File: src/rtl/aes_columns_mixer_iter_pkg.sv
// aes_columns_mixer_iter_pkg: AES sizes, GF(2^8) multipliers, per-word MixColumns math and mixer FSM states
package aes_columns_mixer_iter_pkg;
   localparam int AES_BLOCK_SIZE = 128;
   localparam int AES_WORD_SIZE = 32;
   typedef enum logic [1:0] {IDLE, MIX, HOLD} aes_mix_state_t;
   function automatic logic [7:0] gmul02(input logic [7:0] a);
      return {a[6:0], 1'b0} ^ (a[7] ? 8'h1b : 8'h00);
   endfunction
   function automatic logic [7:0] gmul03(input logic [7:0] a);
      return gmul02(a) ^ a;
   endfunction
   function automatic logic [7:0] gmul09(input logic [7:0] a);
      return gmul02(gmul02(gmul02(a))) ^ a;
   endfunction
   function automatic logic [7:0] gmul0b(input logic [7:0] a);
      return gmul02(gmul02(gmul02(a))) ^ gmul02(a) ^ a;
   endfunction
   function automatic logic [7:0] gmul0d(input logic [7:0] a);
      return gmul02(gmul02(gmul02(a))) ^ gmul02(gmul02(a)) ^ a;
   endfunction
   function automatic logic [7:0] gmul0e(input logic [7:0] a);
      return gmul02(gmul02(gmul02(a))) ^ gmul02(gmul02(a)) ^ gmul02(a);
   endfunction
   function automatic logic [AES_WORD_SIZE-1:0] mix_enc(input logic [AES_WORD_SIZE-1:0] w);
      logic [AES_WORD_SIZE-1:0] o;
      for (int r = 0; r < 4; r++)
         o[8*r +: 8] = gmul02(w[8*r +: 8]) ^ gmul03(w[8*((r+1)%4) +: 8]) ^ w[8*((r+2)%4) +: 8] ^ w[8*((r+3)%4) +: 8];
      return o;
   endfunction
   function automatic logic [AES_WORD_SIZE-1:0] mix_dec(input logic [AES_WORD_SIZE-1:0] w);
      logic [AES_WORD_SIZE-1:0] o;
      for (int r = 0; r < 4; r++)
         o[8*r +: 8] = gmul0e(w[8*r +: 8]) ^ gmul0b(w[8*((r+1)%4) +: 8]) ^ gmul0d(w[8*((r+2)%4) +: 8]) ^ gmul09(w[8*((r+3)%4) +: 8]);
      return o;
   endfunction
endpackage

File: src/rtl/aes_columns_mixer_iter_if.sv
// aes_columns_mixer_iter_if: input/output valid-ready handshake of the iterative column mixer
interface aes_columns_mixer_iter_if;
   import aes_columns_mixer_iter_pkg::*;
   logic In_valid;
   logic In_ready;
   logic In_encrypt;
   logic [AES_BLOCK_SIZE-1:0] In_block;
   logic Out_valid;
   logic Out_ready;
   logic [AES_BLOCK_SIZE-1:0] Out_block;
   modport master (output In_valid, In_encrypt, In_block, Out_ready, input In_ready, Out_valid, Out_block);
   modport slave (input In_valid, In_encrypt, In_block, Out_ready, output In_ready, Out_valid, Out_block);
endinterface

File: src/rtl/aes_column_mixer_word.sv
// aes_column_mixer_word: combinational MixColumns/InvMixColumns of one 32-bit column
module aes_column_mixer_word
   import aes_columns_mixer_iter_pkg::*;
(
   input  logic Encrypt,
   input  logic [AES_WORD_SIZE-1:0] In_word,
   output logic [AES_WORD_SIZE-1:0] Out_word
);
   assign Out_word = Encrypt ? mix_enc(In_word) : mix_dec(In_word);
endmodule

File: src/rtl/aes_columns_mixer_iter.sv
// aes_columns_mixer_iter: handshaked AES (Inv)MixColumns mixing LANES columns per cycle in place
module aes_columns_mixer_iter
   import aes_columns_mixer_iter_pkg::*;
#(
   parameter int LANES = 4
) (
   input  logic Clk,
   input  logic Rst_n,
   aes_columns_mixer_iter_if.slave bus,
   output logic Busy
);
   localparam logic [1:0] STEP = 2'(LANES);
   localparam logic [1:0] LAST = 2'(4 - LANES);
   if (LANES != 1 && LANES != 2 && LANES != 4) begin : g_bad_lanes
      $error("aes_columns_mixer_iter: LANES must be 1, 2 or 4, got %0d", LANES);
   end
   aes_mix_state_t state, nxt;
   logic [AES_BLOCK_SIZE-1:0] work, mixed;
   logic mode, accept;
   logic [1:0] col;
   logic [1:0] sel [LANES];
   logic [AES_WORD_SIZE-1:0] lane_in [LANES];
   logic [AES_WORD_SIZE-1:0] lane_out [LANES];
   for (genvar k = 0; k < LANES; k++) begin : g_lane
      assign sel[k] = col + 2'(k);
      assign lane_in[k] = work[AES_WORD_SIZE*sel[k] +: AES_WORD_SIZE];
      aes_column_mixer_word u_word (.Encrypt(mode), .In_word(lane_in[k]), .Out_word(lane_out[k]));
   end
   // work register with the current column group replaced by its mixed value
   always_comb begin
      mixed = work;
      for (int k = 0; k < LANES; k++) mixed[AES_WORD_SIZE*sel[k] +: AES_WORD_SIZE] = lane_out[k];
   end
   // handshake decode and next state; HOLD frees up as soon as the consumer takes the result
   always_comb begin
      bus.In_ready = (state == IDLE) || (state == HOLD && bus.Out_ready);
      accept = bus.In_ready && bus.In_valid;
      nxt = state == MIX ? (col == LAST ? HOLD : MIX) : accept ? MIX : (state == HOLD && !bus.Out_ready) ? HOLD : IDLE;
   end
   assign bus.Out_valid = state == HOLD;
   assign bus.Out_block = work;
   assign Busy = state != IDLE;
   // state, work register, mode and column counter
   always_ff @(posedge Clk or negedge Rst_n) begin
      if (!Rst_n) begin
         state <= IDLE;
         work <= '0;
         mode <= 1'b1;
         col <= '0;
      end else begin
         state <= nxt;
         if (accept) begin
            work <= bus.In_block;
            mode <= bus.In_encrypt;
            col <= '0;
         end else if (state == MIX) begin
            work <= mixed;
            col <= col + STEP;
         end
      end
   end
endmodule

File: src/flat_wrapper.sv
// flat-port wrapper written by rule: the top's interface ports become plain ports
module aes_columns_mixer_iter_flat import aes_columns_mixer_iter_pkg::*;
#(
   parameter int LANES = 4
)
  (Clk, Rst_n, Busy, bus_In_valid, bus_In_encrypt, bus_In_block, bus_Out_ready, bus_In_ready, bus_Out_valid, bus_Out_block);
  aes_columns_mixer_iter_if bus_i ();
  input  logic Clk;
  input  logic Rst_n;
  output logic Busy;
  input wire logic [$bits(bus_i.In_valid)-1:0] bus_In_valid;
  input wire logic [$bits(bus_i.In_encrypt)-1:0] bus_In_encrypt;
  input wire logic [$bits(bus_i.In_block)-1:0] bus_In_block;
  input wire logic [$bits(bus_i.Out_ready)-1:0] bus_Out_ready;
  output wire logic [$bits(bus_i.In_ready)-1:0] bus_In_ready;
  output wire logic [$bits(bus_i.Out_valid)-1:0] bus_Out_valid;
  output wire logic [$bits(bus_i.Out_block)-1:0] bus_Out_block;
  assign bus_i.In_valid = bus_In_valid;
  assign bus_i.In_encrypt = bus_In_encrypt;
  assign bus_i.In_block = bus_In_block;
  assign bus_i.Out_ready = bus_Out_ready;
  assign bus_In_ready = bus_i.In_ready;
  assign bus_Out_valid = bus_i.Out_valid;
  assign bus_Out_block = bus_i.Out_block;
  aes_columns_mixer_iter #(.LANES(LANES)) u_core (.Clk(Clk), .Rst_n(Rst_n), .bus(bus_i), .Busy(Busy));
endmodule
File: config.mk
export PLATFORM = sky130hd
export DESIGN_NAME = aes_columns_mixer_iter_flat
export DESIGN_NICKNAME = d
export VERILOG_FILES = /design/src/rtl/aes_columns_mixer_iter_pkg.sv /design/src/rtl/aes_columns_mixer_iter_if.sv /design/src/rtl/aes_column_mixer_word.sv /design/src/rtl/aes_columns_mixer_iter.sv /design/src/flat_wrapper.sv
export SDC_FILE = /design/constraint.sdc
export NUM_CORES = 1
export LEC_CHECK = 0
export ABC_AREA = 1
export CORE_AREA = 2 2 260 262
export CTS_CLUSTER_DIAMETER = 50
export DETAILED_ROUTE_END_ITERATION = 8
export DIE_AREA = 0 0 262 264
export GPL_TIMING_DRIVEN = 0
export SYNTH_ARGS = -nofsm -noshare
export SYNTH_HDL_FRONTEND = slang
export SYNTH_HIERARCHICAL = 1
export SYNTH_SLANG_ARGS = --single-unit
File: constraint.sdc
create_clock -name Clk -period 5.8 [get_ports Clk]
set_clock_uncertainty 0.2 [all_clocks]
set_input_delay 1.16 -clock Clk [delete_from_list [all_inputs] [get_ports Clk]]
set_output_delay 1.16 -clock Clk [all_outputs]
set_load 0.1 [all_outputs]
* Yosys cells after proc, flatten, opt, wreduce, memory -nomap -nowiden *
Index checks and enable logic that the tools add are counted.
Widths: inputs -> output; s select.

storage, ports and cells
  register bits = 133
  input port bits = 133
  logic and storage cells = 353
  output and inout bits = 131

cells by class
  bitwise operators = 256
  reductions and logical operators = 9
  equality and inequality tests = 2
  $add $sub $neg = 7
  muxes and demuxes = 63
  shift-type cells = 12

operators with widths
  cell                       number
  $xor 8x8->8                219
  $bwmux 128                 4
  $shift 32x34->128 const A  4
  $shiftx 128x8->32          4
  $shiftx 32x34->128         4
  $xor 8x5->8                37
  $mux 128                   2
  $mux 5                     48
  $neg 7->34                 4
  $mux 32                    4
  $mux 2                     5
  $add 2x2->2 const B        2
  $logic_not 2->1            2
  $reduce_bool 2->1          2
  $logic_and 1x1->1          3
  $add 2x1->2 const B        1
  $eq 2x1->1 const B         1
  $eq 2x2->1 const B         1
  $logic_not 1->1            1
  $logic_or 1x1->1           1

* Logic depth before layout (Yosys ltp) *
  word-level depth = 20
  gate-level depth with buffers = 21
  gate-level depth less buffers = 20

* Modules after synthesis *
Netlist, hierarchy kept.

modules (own cells, without submodules)
  module                  sequential area each (um^2)  cells an instance  instances  area each (um^2)
  aes_column_mixer_word   0.0                          962                4          5496.5
  aes_columns_mixer_iter  3279.4                       1142               1          7662.3

* Worst setup path after synthesis *
Ideal clock, no wire load.

  path kind = input -> output
  start point = input bus_Out_ready
  end point = output bus_In_ready
  setup slack = 2.225 ns
  buffers on the path = 1
  arrival = 2.215 ns
  required time = 4.440 ns
  stages on the path = 5
  cell sequence = inv_1 nand2_1 clkbuf_1 nand2_1 inv_1

between the ends
  cells in the longest elaborated chain, start to end = 2

ends and longest elaborated chain
  element            line                          text
  start, declared    flat_wrapper.sv:14            input wire logic [$bits(bus_i.Out_ready)-1:0] bus_Out_ready;
  $logic_and 1x1->1  aes_columns_mixer_iter.sv:36  bus.In_ready = (state == IDLE) || (state == HOLD && bus.Out_ready);
  $logic_or 1x1->1   aes_columns_mixer_iter.sv:36
  end, declared      flat_wrapper.sv:15            output wire logic [$bits(bus_i.In_ready)-1:0] bus_In_ready;

No other way between the ends.

* Worst setup path after layout *
  start point = register u_core.state[0]
  end point = output bus_In_ready

between the ends
  cells in the longest elaborated chain, start to end = 3
  elaborated cells on any way between the ends = 4
  those cells by class = eq/ne (1); reduce/logical (3)

ends and longest elaborated chain
  element                 line                          text
  start, declared         aes_columns_mixer_iter.sv:17  aes_mix_state_t state, nxt;
  start signal, assigned  aes_columns_mixer_iter.sv:51  state <= nxt;
  $eq 2x2->1              aes_columns_mixer_iter.sv:36
  $logic_and 1x1->1       aes_columns_mixer_iter.sv:36
  $logic_or 1x1->1 (*)    aes_columns_mixer_iter.sv:36

Every way passes the cells marked *; elsewhere a longest branch is shown, timed or not.

==> results.py <==
metrics = {
    "place": {
        "placed_area_mm2": 0.0334,
        "io_buffers": 263,
        "pre_cts_ws_ps": 649,
        "hpwl_mm": 106,
        "gp_congestion": 1.02,
    },
    "critical_path": {
        "crit_path_start_kind": "flip-flop",
        "cp-end-kind": "output port",
        "cp.required_ps": 4440,
        "critPathMaxFanout": 10,
        "worstSetupPathType": "reg2out",
        "worstPathArrival_ps": 3820,
    },
    "clock_tree": {
        "htree_levels": 4,
        "clk_root_buffer_cell": "clkbuf_16",
        "cts.sinks": 131,
        "cts-buffers-inserted": 17,
        "cts_setup_buffers": 0,
        "ctsLongestPathBuffers": 2,
        "clk_pin_slew_ps": 60,
        "cts_resized": 0,
        "clkLatencyLatePin_ps": 510,
        "cts_tree": "yes",
        "hold_buffers": 0,
    },
    "synthesis": {
        "synth_top_cells_by_count": "nand2_1 (2219), xor2_1 (556), nand3_1 (464)",
        "synth_top_area_share_pct": 28.1,
        "synth.area.top_cells": "nand2_1 (28%), xor2_1 (16%), dfrtp_1 (11%)",
        "syn-num-nets": 5123,
        "synth_most_common_cell": "nand2_1",
        "synth_area_leader_cell": "nand2_1",
        "synth_cells": 4990,
        "async_reset_ff_share_pct": 100,
        "synth_cell_types": 40,
        "ys_ff_latch": 131,
        "synth-edff-count": 0,
        "synthFlopType": "dfrtp_1",
        "syn-cell-area_mm2": 0.0296,
        "ys_warn_count": 6,
        "syn_avg_cell_area_um2": 5.94,
        "ys_seq_area_share_pct": 11.1,
    },
    "floorplan": {
        "num_rows": 95,
        "core_mm2": 0.0666,
        "initial_core_util_pct": 44.5,
        "die_y_um": 264,
        "io_pins": 264,
        "dieArea_mm2": 0.0692,
        "die_w_um": 262,
    },
    "grt": {
        "grt-ovfl-total": 0,
        "grt_pass1_wl_mm": 191,
        "grt_antenna_before_repair": 2,
        "first_global_vias": 29299,
        "grt_max_degree": 84,
        "track_usage_pct": 37.3,
    },
    "drt": {
        "drt-total-wl_mm": 131,
        "drcViolationCount": 0,
        "routedWlPerCell_um": 21.3,
        "vias": 32758,
        "viasPerCell": 5.32,
        "ant_nets": 0,
        "drt_iter0_drc": 3652,
        "drtPass1Iterations": 5,
    },
    "finish": {
        "fin_area_mm2": 0.0341,
        "final_layout_size_suffix_gt1_share_pct": 12.4,
        "n_fill_cell": 7100,
        "diodes": 0,
        "area_delta_synth_final_pct": 14.9,
        "finalNetCount": 5406,
    },
    "sta": {
        "post-route-period-util_pct": 89.2,
        "maxSlewHeadroom_pct": 5.98,
        "fmax_ghz": 0.193,
        "post-route-min-period_ps": 5180,
        "grt_setup_unrepaired": "no",
        "hold_viol": 0,
        "setup-violations-final": 0,
        "drv_slew": 0,
        "fin_setup_tns_ps": 0,
        "hold_ws_ps": 332,
        "finalWorstSetupSlack_ps": 624,
        "max_slew.worst_pin.slew_ps": 1410,
    },
    "flow_run": {
        "drv_cap": 0,
    },
    "run_status": {
        "status": "completed",
    },
    "worst_hold_path": {
        "hold_path.class": "reg2reg",
    },
}
worst paths after layout:
path	slack (ps)	end	from	cells after the start
min	330	u_core/bus.Out_block[49]	u_core/bus.Out_block[49]	2
max in group asynchronous	4080	u_core/bus.Out_block[13]	Rst_n	2
min in group asynchronous	430	u_core/bus.Out_block[55]	Rst_n	1
max	620	bus_In_ready	u_core/state[0]	6
max reg2reg	2750	u_core/bus.Out_block[122]	u_core/mode	9
min reg2reg	330	u_core/bus.Out_block[49]	u_core/bus.Out_block[49]	2
sequential cells by signal (all words and copies together), names as in the netlist:
signal,cells
u_core/mode,1
u_core/state,2
u_core/bus.Out_block,128
area by class of cell:
type	instances	area (µm²)	area share [%]
Multi-Input combinational cell	4114	22700	66.7
Sequential cell	131	3280	9.63
Timing Repair Buffer	264	2660	7.81
Inverter	491	1920	5.63
Buffer	254	1750	5.14
Tap cell	873	1090	3.21
Clock buffer	21	480	1.41
Clock inverter	11	171	0.503
metrics by stage:
step	instances	util, %
floorplan	4990	-
global placement	6126	50.1
detailed placement	6127	50.2
CTS	6159	51.2
global route	6159	51.2
finish	6159	51.2
critical path, stage by stage (launching register included):
cell,delay (ps)
dfrtp_1,370
inv_2,160
clkbuf_1,960
buf_2,470
nand2_1,110
inv_1,90
clkdlybuf4s50_1,1150
layout by cell type, fill, tap and decap left out, types with 32 or more instances in the layout:
master,count
nand2_1,2219
xor2_1,556
nand3_1,464
inv_1,385
clkdlybuf4s50_1,262
xnor2_1,240
nand4_1,140
nand2_2,140
dfrtp_1,130
buf_2,103
inv_2,90
buf_6,57
o21ai_0,53
buf_4,53
nor2_1,48
nand2_4,36
clkbuf_1,32
xnor2_2,32
or2_2,32
a21oi_1,32
routing by layer:
| layer | share of wire, % | GRT usage [%] | wire, µm |
|---|---|---|---|
| met5 | 0 | 0 | 0 |
| met4 | 3.7 | 12.9 | 4880 |
| met3 | 8.5 | 5.41 | 11100 |
| met2 | 44 | 58.6 | 57700 |
| met1 | 44 | 51.8 | 57500 |
logic make-up after synthesis:
kind of cell | synth area share, %
compound gates | 2.35
mux | 0.270
simple gates | 44.9
buf+inv | 12.4
xor+xnor | 29.0
flops | 11.1
Power is not shown: default switching activity piles up to over one toggle a cycle in this logic, so the estimate is an artifact.
